==> config.mk <==
export PLATFORM = sky130hd
export DESIGN_NAME = spu_issue_scoreboard
export DESIGN_NICKNAME = d
export VERILOG_FILES = /design/src/rtl/spu_issue_pkg.sv /design/src/rtl/spu_sb_table.sv /design/src/rtl/spu_issue_scoreboard.sv
export SDC_FILE = /design/constraint.sdc
export NUM_CORES = 2
export LEC_CHECK = 0
export CELL_PAD_IN_SITES_DETAIL_PLACEMENT = 1
export CELL_PAD_IN_SITES_GLOBAL_PLACEMENT = 2
export CORE_MARGIN = 5
export CORE_UTILIZATION = 43
export DETAILED_ROUTE_END_ITERATION = 8
export PLACE_DENSITY_LB_ADDON = 0.1
export SETUP_SLACK_MARGIN = 0.4
export SYNTH_ARGS = -nofsm -noshare
export SYNTH_HDL_FRONTEND = slang
export SYNTH_SLANG_ARGS = --single-unit
export TNS_END_PERCENT = 50
==> constraint.sdc <==
create_clock -name clk -period 15.1 [get_ports clk]
set_clock_uncertainty 0.1 [all_clocks]
set_input_delay 3.02 -clock clk [delete_from_list [all_inputs] [get_ports clk]]
set_output_delay 3.02 -clock clk [all_outputs]
set_load 0.005 [all_outputs]
==> src/rtl/spu_issue_pkg.sv <==
// Shared types and constants for the SPU dual-issue scoreboard, decode and instruction fetch.
package spu_issue_pkg;

   localparam int NUM_REGS   = 128;
   localparam int ADDR_W     = 7;
   localparam int LAT_W      = 3;
   localparam int STAT_W_DEF = 32;
   localparam int NUM_RD     = 8;

   localparam logic PIPE_EVEN = 1'b0;
   localparam logic PIPE_ODD  = 1'b1;

   localparam logic [LAT_W-1:0] LAT_FX1    = 3'd2;
   localparam logic [LAT_W-1:0] LAT_FX2    = 3'd3;
   localparam logic [LAT_W-1:0] LAT_BYTE   = 3'd4;
   localparam logic [LAT_W-1:0] LAT_SHUF   = 3'd4;
   localparam logic [LAT_W-1:0] LAT_LS     = 3'd6;
   localparam logic [LAT_W-1:0] LAT_SP_INT = 3'd7;

   typedef struct packed {
      logic              vld;
      logic              pipe;
      logic              use_a;
      logic              use_b;
      logic              use_c;
      logic [ADDR_W-1:0] src_a;
      logic [ADDR_W-1:0] src_b;
      logic [ADDR_W-1:0] src_c;
      logic              wr;
      logic [ADDR_W-1:0] dst;
      logic [LAT_W-1:0]  lat;
   } issue_req_t;

   // cnt == 1 means the value reaches the forward macro in time for a consumer.
   function automatic logic is_busy(input logic [LAT_W-1:0] cnt);
      return cnt > LAT_W'(1);
   endfunction

endpackage

==> src/rtl/spu_sb_table.sv <==
// Per-register countdown/young table with two issue write ports, bulk decrement and flush squash.
module spu_sb_table
   import spu_issue_pkg::*;
(
   input  logic                           clk,
   input  logic                           reset,
   input  logic                           stop,
   input  logic                           flush,
   input  logic                           we1,
   input  logic [ADDR_W-1:0]              wa1,
   input  logic [LAT_W-1:0]               wl1,
   input  logic                           we2,
   input  logic [ADDR_W-1:0]              wa2,
   input  logic [LAT_W-1:0]               wl2,
   input  logic [NUM_RD-1:0][ADDR_W-1:0]  raddr,
   output logic [NUM_RD-1:0][LAT_W-1:0]   rcnt
);

   logic [LAT_W-1:0]    cnt_q [NUM_REGS];
   logic [LAT_W-1:0]    cnt_d [NUM_REGS];
   logic [NUM_REGS-1:0] young_q;
   logic [NUM_REGS-1:0] young_d;

   always_comb begin
      for (int r = 0; r < NUM_REGS; r++) begin
         cnt_d[r]   = cnt_q[r];
         young_d[r] = young_q[r];
         if (flush) begin
            young_d[r] = 1'b0;
            if (young_q[r]) begin
               cnt_d[r] = '0;
            end else if (!stop && cnt_q[r] != '0) begin
               cnt_d[r] = cnt_q[r] - LAT_W'(1);
            end
         end else if (!stop) begin
            young_d[r] = 1'b0;
            if (cnt_q[r] != '0) begin
               cnt_d[r] = cnt_q[r] - LAT_W'(1);
            end
         end
      end
      // The issue cycle is the first of the lat cycles, so the stored remainder is lat-1.
      if (we1) begin
         cnt_d[wa1]   = wl1 - LAT_W'(1);
         young_d[wa1] = 1'b1;
      end
      if (we2) begin
         cnt_d[wa2]   = wl2 - LAT_W'(1);
         young_d[wa2] = 1'b1;
      end
   end

   always_ff @(posedge clk) begin
      if (reset) begin
         for (int r = 0; r < NUM_REGS; r++) begin
            cnt_q[r] <= '0;
         end
         young_q <= '0;
      end else begin
         cnt_q   <= cnt_d;
         young_q <= young_d;
      end
   end

   always_comb begin
      for (int i = 0; i < NUM_RD; i++) begin
         rcnt[i] = cnt_q[raddr[i]];
      end
   end

endmodule

==> src/rtl/spu_issue_scoreboard.sv <==
// Dual-issue hazard check (RAW, WAW, pipe collision) between decode and register fetch.
module spu_issue_scoreboard
   import spu_issue_pkg::*;
#(
   parameter int STAT_W = STAT_W_DEF
) (
   input  logic              clk,
   input  logic              reset,
   input  logic              stop,
   input  logic              flush,
   input  logic              vld1,
   input  logic              vld2,
   input  logic              pipe1,
   input  logic              pipe2,
   input  logic              use_a1,
   input  logic              use_b1,
   input  logic              use_c1,
   input  logic              use_a2,
   input  logic              use_b2,
   input  logic              use_c2,
   input  logic [ADDR_W-1:0] src_a1,
   input  logic [ADDR_W-1:0] src_b1,
   input  logic [ADDR_W-1:0] src_c1,
   input  logic [ADDR_W-1:0] src_a2,
   input  logic [ADDR_W-1:0] src_b2,
   input  logic [ADDR_W-1:0] src_c2,
   input  logic              wr1,
   input  logic              wr2,
   input  logic [ADDR_W-1:0] dst1,
   input  logic [ADDR_W-1:0] dst2,
   input  logic [LAT_W-1:0]  lat1,
   input  logic [LAT_W-1:0]  lat2,
   output logic              issue1,
   output logic              issue2,
   output logic              dep_stall_instr1,
   output logic              dep_stall_instr2,
   output logic [STAT_W-1:0] stall_cnt
);

   issue_req_t                      req1;
   issue_req_t                      req2;
   logic [NUM_RD-1:0][ADDR_W-1:0]   raddr;
   logic [NUM_RD-1:0][LAT_W-1:0]    rcnt;
   logic                            src1_busy;
   logic                            src2_busy;
   logic                            waw1;
   logic                            waw2;
   logic                            raw12;
   logic                            waw12;
   logic [STAT_W-1:0]               stall_cnt_q;
   logic [STAT_W-1:0]               stall_cnt_d;

   always_comb begin
      req1 = '{vld: vld1, pipe: pipe1, use_a: use_a1, use_b: use_b1, use_c: use_c1,
               src_a: src_a1, src_b: src_b1, src_c: src_c1, wr: wr1, dst: dst1, lat: lat1};
      req2 = '{vld: vld2, pipe: pipe2, use_a: use_a2, use_b: use_b2, use_c: use_c2,
               src_a: src_a2, src_b: src_b2, src_c: src_c2, wr: wr2, dst: dst2, lat: lat2};
      raddr = {req2.dst, req1.dst, req2.src_c, req2.src_b, req2.src_a,
               req1.src_c, req1.src_b, req1.src_a};
   end

   spu_sb_table u_table (
      .clk   (clk),
      .reset (reset),
      .stop  (stop),
      .flush (flush),
      .we1   (issue1 & req1.wr & (req1.lat != '0)),
      .wa1   (req1.dst),
      .wl1   (req1.lat),
      .we2   (issue2 & req2.wr & (req2.lat != '0)),
      .wa2   (req2.dst),
      .wl2   (req2.lat),
      .raddr (raddr),
      .rcnt  (rcnt)
   );

   always_comb begin
      src1_busy = (req1.use_a & is_busy(rcnt[0])) | (req1.use_b & is_busy(rcnt[1]))
                | (req1.use_c & is_busy(rcnt[2]));
      src2_busy = (req2.use_a & is_busy(rcnt[3])) | (req2.use_b & is_busy(rcnt[4]))
                | (req2.use_c & is_busy(rcnt[5]));
      waw1  = req1.wr & (rcnt[6] > req1.lat);
      waw2  = req2.wr & (rcnt[7] > req2.lat);
      raw12 = req1.wr & ((req2.use_a & (req2.src_a == req1.dst))
                       | (req2.use_b & (req2.src_b == req1.dst))
                       | (req2.use_c & (req2.src_c == req1.dst)));
      waw12 = req1.wr & req2.wr & (req1.dst == req2.dst);

      issue1 = !reset & req1.vld & !stop & !flush & !src1_busy & !waw1;
      issue2 = issue1 & req2.vld & (req2.pipe != req1.pipe) & !src2_busy & !waw2
             & !raw12 & !waw12;
      dep_stall_instr1 = !reset & req1.vld & !issue1 & !flush;
      dep_stall_instr2 = !reset & req2.vld & !issue2 & !flush;

      stall_cnt_d = stall_cnt_q;
      if (!stop && req1.vld && !issue1 && stall_cnt_q != '1) begin
         stall_cnt_d = stall_cnt_q + STAT_W'(1);
      end
   end

   always_ff @(posedge clk) begin
      if (reset) begin
         stall_cnt_q <= '0;
      end else begin
         stall_cnt_q <= stall_cnt_d;
      end
   end

   assign stall_cnt = stall_cnt_q;

   always_ff @(posedge clk) begin
      if (!reset && issue1 && req1.wr) begin
         assert (req1.lat != '0);
      end
      if (!reset && issue2 && req2.wr) begin
         assert (req2.lat != '0);
      end
   end

endmodule
==> metrics.sh <==
INITIAL_UTILIZATION=0.4324
DRT-INITIAL-DRC-COUNT=7063
USE_MET2=0.6092
STATUS='complete, no violations'
POSTSYNTHAREAPERCELL_SQ_UM=8.208
DPL-INSTANCE-AREA_SQ_UM=50620
NETSWITCHINGPOWER_uW=4879
GRT_OVERFLOW=0
FILLERINSTANCES=13250
MULTI_INPUT_COMB_AREA_SQ_UM=34180
COMPOUND_GATE_PORTION_OF_THE_SYNTHESIZED_AREA=0.2576
LAYOUT_COMMONEST_CELL='sky130_fd_sc_hd__dfxtp_1'
FIRST_PASS_ITERS=8
FINAL_NET_COUNT=6060
FINAL_ANTENNA_NET_COUNT=0
DESIGN_AREA_SQ_UM=53000
P_SW_FRAC=0.4698
CTSHTREEMAXLEVEL=3
NUMBER_OF_GLOBAL_ROUTE_VIAS_BEFORE_REPAIR=53640
HOLD_CLASS='register to register'
SYNTH.DISTINCT_CELLS=79
TOTAL_LEAKAGE_POWER_uW=0.01696
TIMING.CRITICAL_PATH.FANOUT_MAX=46
IO-PIN-COUNT=114
GRT_ANTENNA_BEFORE_REPAIR=11
FP.DIEW_UM=346.3
CTS_TREE='done'
SYNTH-XOR-AREA-SHARE=0.03241
CLOCK_LATENCY_NS=0.70
FP.DIEH_UM=346.3
SYNTHFLOPTYPE='sky130_fd_sc_hd__dfxtp_1'
MAIN_COMBINATIONAL_CELL_FAMILY_BY_AREA_AFTER_SYNTHESIS='compound AO/OA/AOI/OAI gates'
FINAL_MAX_SLEW_VIOL_COUNT=0
SYNTH_SEQUENTIAL_AREA_RATIO=0.2239
PWR-SHARE-SEQ=0.265
POWER_uW=10390
CTS_RESIZED=0
TNS_NS=0
GRT_FIRST_PASS_WIRELENGTH_UM=375300
STARTPOINT_TYPE='primary input'
SYNTHESIS.YOSYS.WARNINGS=0
MIN_PERIOD_OVER_PERIOD=0.8725
TIMING.CRITICAL_PATH.ARRIVAL_NS=10.05
SYNTH_ENABLE_FLOP_CELLS=0
CLOCK_ROOT_CELL='sky130_fd_sc_hd__clkbuf_16'
CLOCK_TREE.BUFFER_DEPTH=3
LAYOUT-AREA-OVERHEAD-VS-SYNTH_PCT=8.951
TRITONCTS_NUM_SINKS=544
FRACTION_OF_SYNTHESIZED_AREA_IN_MULTIPLEXERS=0.1748
POSTSYNTHREGISTERBITS=544
SYNTHESIS.AREA_SQ_UM=48640
SYNTH_SIMPLE_GATE_AREA_FRAC=0.1658
LAYOUT.AREA.SEQ_SQ_UM=10890
FINALHOLDVIOLATIONS=0
GRT_MAX_DEGREE=190
SETUP-VIOLATIONS-FINAL=0
SYNTH.LARGEST_AREA_CELL='sky130_fd_sc_hd__dfxtp_1'
AVGVIACOUNTPERCELL=7.398
POST_CTS_SETUP_REPAIR_BUFFER_COUNT=0
GROUTE.USAGE.OVERALL=0.4127
SYNTH_ADDER_AREA_SHARE=0.06868
IO_BUFFER_COUNT=113
LAYOUT.CELLS.MOST_COMMON_LIST='544 x sky130_fd_sc_hd__dfxtp_1, 496 x sky130_fd_sc_hd__nand2_1, 496 x sky130_fd_sc_hd__a21oi_1'
GR-MAX-USAGE-LAYER='met2'
REMAINING_DRC_ERRORS=0
CP-END-KIND='output port'
YOSYSTOPAREACELLSHARE=0.2239
HOLD_BUFFERS=0
WIRELENGTH_UM=260600
PLACE_CONGESTION=1.048
DRIVE_GT1_FRAC=0.1110
SYNTH_AREA_LEADERS='sky130_fd_sc_hd__dfxtp_1 22%, sky130_fd_sc_hd__mux4_2 8.4%, sky130_fd_sc_hd__ha_1 6.9%'
GLOBAL_ROUTE.USAGE.MET1=0.5156
MAX-CAP-VIOLATIONS=0
ROUTED_WIRE_LENGTH_PER_INSTANCE_UM=35.82
SETUP.WORST_PATH.CLASS='primary input to output port'
MAPPEDNETLISTNETS=6271
VDD_DROP_MAX_V=0.0001116
MAX_SLEW_MARGIN=0.1018
DR_TOTAL_VIAS=53830
NUMCTSBUFFERS=71
STD_CELL_ROWS=123
COMB_POWER_SHARE=0.564
WORSTMARGINPINSLEW_NS=1.342
MIN_PERIOD_NS=13.17
FINAL_UTIL=0.4711
POWER_FRAC_CLOCK=0.170
REQUIRED_TIME_OF_THE_WORST_SETUP_PATH_NS=11.98
ASYNC_FLOP_SHARE=0
CLKTRANSATPATHREGS_NS=0.05
PLACE.DETAILED.HPWL_UM=179700
POST_SYNTHESIS_CELLS=5926
USE_MET3=0.1491
GRT_SETUP_UNREPAIRED='no'
POWER_DENSITY_nW_PER_UM2=196.0
DIE_AREA_SQ_UM=119900
P_INT_uW=5507
FMAXACHIEVABLE_MHz=75.90
CORE_REGION_AREA_SQ_UM=112500
==> cell type report <==
cell class              instances  area share
inverters                     432     0.03088
flip-flops and latches        544      0.2055
clock inverters                24    0.005761
diodes                          8   0.0003778
multi-input cells            4434      0.6449
well taps                    1500     0.03541
repair buffers                232     0.03844
clock buffers                 102     0.03877
==> through the flow <==
| step | hold WS (ns) | cells | setup WS (ns) |
|---|---|---|---|
| finish | 0.3839 | 7276 | 1.925 |
| floorplan | 0.3594 | 5926 | 4.464 |
| global route | 0.4028 | 7269 | 1.721 |
| CTS | 0.3848 | 7268 | 2.089 |
| detailed placement | 0.3750 | 7142 | 2.115 |
| global placement | 0.3726 | 7142 | 2.338 |
==> Yosys cell counts, types with 177 or more instances <==
| cell | count |
|---|---|
| sky130_fd_sc_hd__a221oi_1 | 270 |
| sky130_fd_sc_hd__inv_1 | 416 |
| sky130_fd_sc_hd__nor2_1 | 309 |
| sky130_fd_sc_hd__mux2i_1 | 297 |
| sky130_fd_sc_hd__a22oi_1 | 225 |
| sky130_fd_sc_hd__dfxtp_1 | 544 |
| sky130_fd_sc_hd__nand2_1 | 497 |
| sky130_fd_sc_hd__xnor2_1 | 177 |
| sky130_fd_sc_hd__clkbuf_1 | 402 |
| sky130_fd_sc_hd__a21oi_1 | 496 |
| sky130_fd_sc_hd__ha_1 | 267 |
| sky130_fd_sc_hd__mux4_2 | 182 |
==> metal layers <==
| layer | share of wire | routed length (um) |
|---|---|---|
| met5 | 0.00036 | 93 |
| met4 | 0.073 | 18930 |
| met3 | 0.13 | 34250 |
| met2 | 0.41 | 107900 |
| met1 | 0.38 | 99460 |
==> kinds of logic after synthesis <==
logic type	after synthesis
AOI/OAI and AO/OA	1800
xor gates and xnor gates	180
adders and majority gates	267
buffers and inverters	948
DFF	544
muxes	606
and+or+nand+nor	1581
==> final timing paths <==
check	from	endpoint	slack (ns)	cells after the start
hold reg to reg	u_table.young_q[76]	u_table.young_q[76]	0.38	2
hold / removal	u_table.young_q[76]	u_table.young_q[76]	0.38	2
setup / recovery	dst1[0]	dep_stall_instr2	1.93	18
setup reg to reg	u_table.cnt_q[105]	u_table.cnt_q[102]	7.06	21
==> state kept, by name, summed over array words and instances, names as in the netlist <==
register and cells:
u_table.cnt_q 384, stall_cnt 32, u_table.young_q 128
==> power by group through the flow <==
stage          sequential (uW)  combinational [uW]  clock (uW)
5_1_grt                   2750                6290        1840
4_1_cts                   2680                5680        1790
2_1_floorplan             2270                4190           0
3_3_place_gp              2700                5470           0
3_5_place_dp              2710                5620           0
6_report                  2750                5860        1770
==> worst max-delay path, cell delays in order <==
cell and delay [ns]:
sky130_fd_sc_hd__clkdlybuf4s50_1 1.16, sky130_fd_sc_hd__or3_1 0.98, sky130_fd_sc_hd__o22ai_1 0.17, sky130_fd_sc_hd__or4_1 0.59, sky130_fd_sc_hd__mux4_2 0.57, sky130_fd_sc_hd__mux4_2 0.48
sky130_fd_sc_hd__inv_1 0.10, sky130_fd_sc_hd__ha_1 0.23, sky130_fd_sc_hd__nand3_1 0.07, sky130_fd_sc_hd__nand2_1 0.05, sky130_fd_sc_hd__o211ai_1 0.18, sky130_fd_sc_hd__and4b_1 0.24
sky130_fd_sc_hd__o211ai_4 0.07, sky130_fd_sc_hd__buf_4 0.56, sky130_fd_sc_hd__inv_4 0.37, sky130_fd_sc_hd__and2_1 0.27, sky130_fd_sc_hd__nor4b_1 0.29, sky130_fd_sc_hd__clkdlybuf4s50_1 0.57
Note: power is estimated with default switching activity, not from simulation.
==> patch: new RTL, same flow settings <==
Put one more register stage on the output `stall_cnt`. The value now appears one clock later. The other outputs are not delayed to match.
--- a/src/rtl/spu_issue_scoreboard.sv
+++ b/src/rtl/spu_issue_scoreboard.sv
@@ -106,7 +106,9 @@
       end
    end
 
-   assign stall_cnt = stall_cnt_q;
+   always_ff @(posedge clk) begin
+      stall_cnt <= stall_cnt_q;
+   end
 
    always_ff @(posedge clk) begin
       if (!reset && issue1 && req1.wr) begin
Check against the original RTL: not settled (the Yosys comparison gave no result); the edit may change what the design does.
==> patch against the original RTL <==
- synthesized area is 1.7% higher
- largest cell class unchanged
- design area rose by 2.1%
- combinational power shrank 4.8%
- sequential power is 4% higher
- synthesized cell count grew 1.1%
- setup slack worse by 0.0086 ns
- register-to-register slack gained 0.95 ns
- wire length down 2.4%
- sequential cell count up 32
- total power grew 1.4%
==> patch: results (changes against the original RTL) <==
Yosys
  • Commonest cells in the netlist: a21oi_1, dfxtp_1, nor2_1
  • Synth Area in Adders: 0.0675 (-0.00115)
  • Syn nets: 6337 (+1.1%)
  • Post-synthesis instance total: 5992 (+1.1%)
  • Sequential area share after synthesis: 0.233 (+0.00919)
  • Post-synthesis mux area share: 0.167 (-0.00814)
  • Post-Synth XOR/XNOR Area: 0.0308 (-0.00161)

Cells and area
  • Share of cells above drive strength 1: 0.102 (-0.00934)
  • Layout fillers: 13400 (+1.2%)

Status
  • Status: completed

Clock network
  • Clock latency on the worst-skew pair: 0.68 ns (-0.02 ns)
  • Num CTS Buffers: 78 (+9.9%)

Drt
  • WL final: 254 mm (-2.4%)
  • DR vias/cell: 7.27 (-1.7%)

Setup path
  • Source of the critical timing path: dst1[2]
  • Slowest CP cell: and3b_4
  • Worst reg-to-reg path cell count: 19 (-9.5%)

Global route
  • M3 GR Usage: 0.0959 (-0.0532)
  • Vias in the first global route: 53600 (-0.11%)
  • Met2 Usage GRT: 0.620 (+0.0111)

Timing
  • Hold_ws: 0.280 ns (-0.104 ns)
  • Max frequency: 0.0759 GHz (about the same)

Worst hold path
  • Hold path cells: 0 (-2)
  • Min-delay src: stall_cnt_q[16]

Place
  • Post-placement cell area: 51200 µm² (+1.2%)
  • Dpl cells: 7173 (+0.43%)
  • DP HPWL: 170 mm (-5.2%)
## patch: worst reg2reg max path, stage by stage (launching register included)
cell and delay, ns:
dfxtp_1 0.42, a22o_1 0.26, a221oi_1 0.22, nand4_1 0.16, o211ai_1 0.14, o21ai_0 0.30, o211ai_1 0.27, o21ai_0 0.11
ha_1 0.30, nor2b_1 0.13, o21ai_0 0.14, nand2b_1 0.08, a311o_1 0.31, or4_1 0.51, or4_1 0.92, inv_6 0.64
buf_4 0.83, nand3_1 0.58, mux2i_1 0.24, a221oi_1 0.32
## patch: report_power, final
group / leakage, nW / switching (mW) / total, mW / internal, mW
logic: 12.9 / 3.04 / 5.58 / 2.54
clock network: 1.41 / 0.827 / 2.09 / 1.27
registers: 4.68 / 0.890 / 2.86 / 1.97
## patch: cell type report
type                            count  area share
Sequential cell                   576       0.213
Clock inverter                     39      0.0108
Tap cell                         1512      0.0350
Clock buffer                      106      0.0419
Timing Repair Buffer              230      0.0377
Inverter                          422      0.0296
Antenna cell                        8    0.000370
Multi-Input combinational cell   4433       0.631
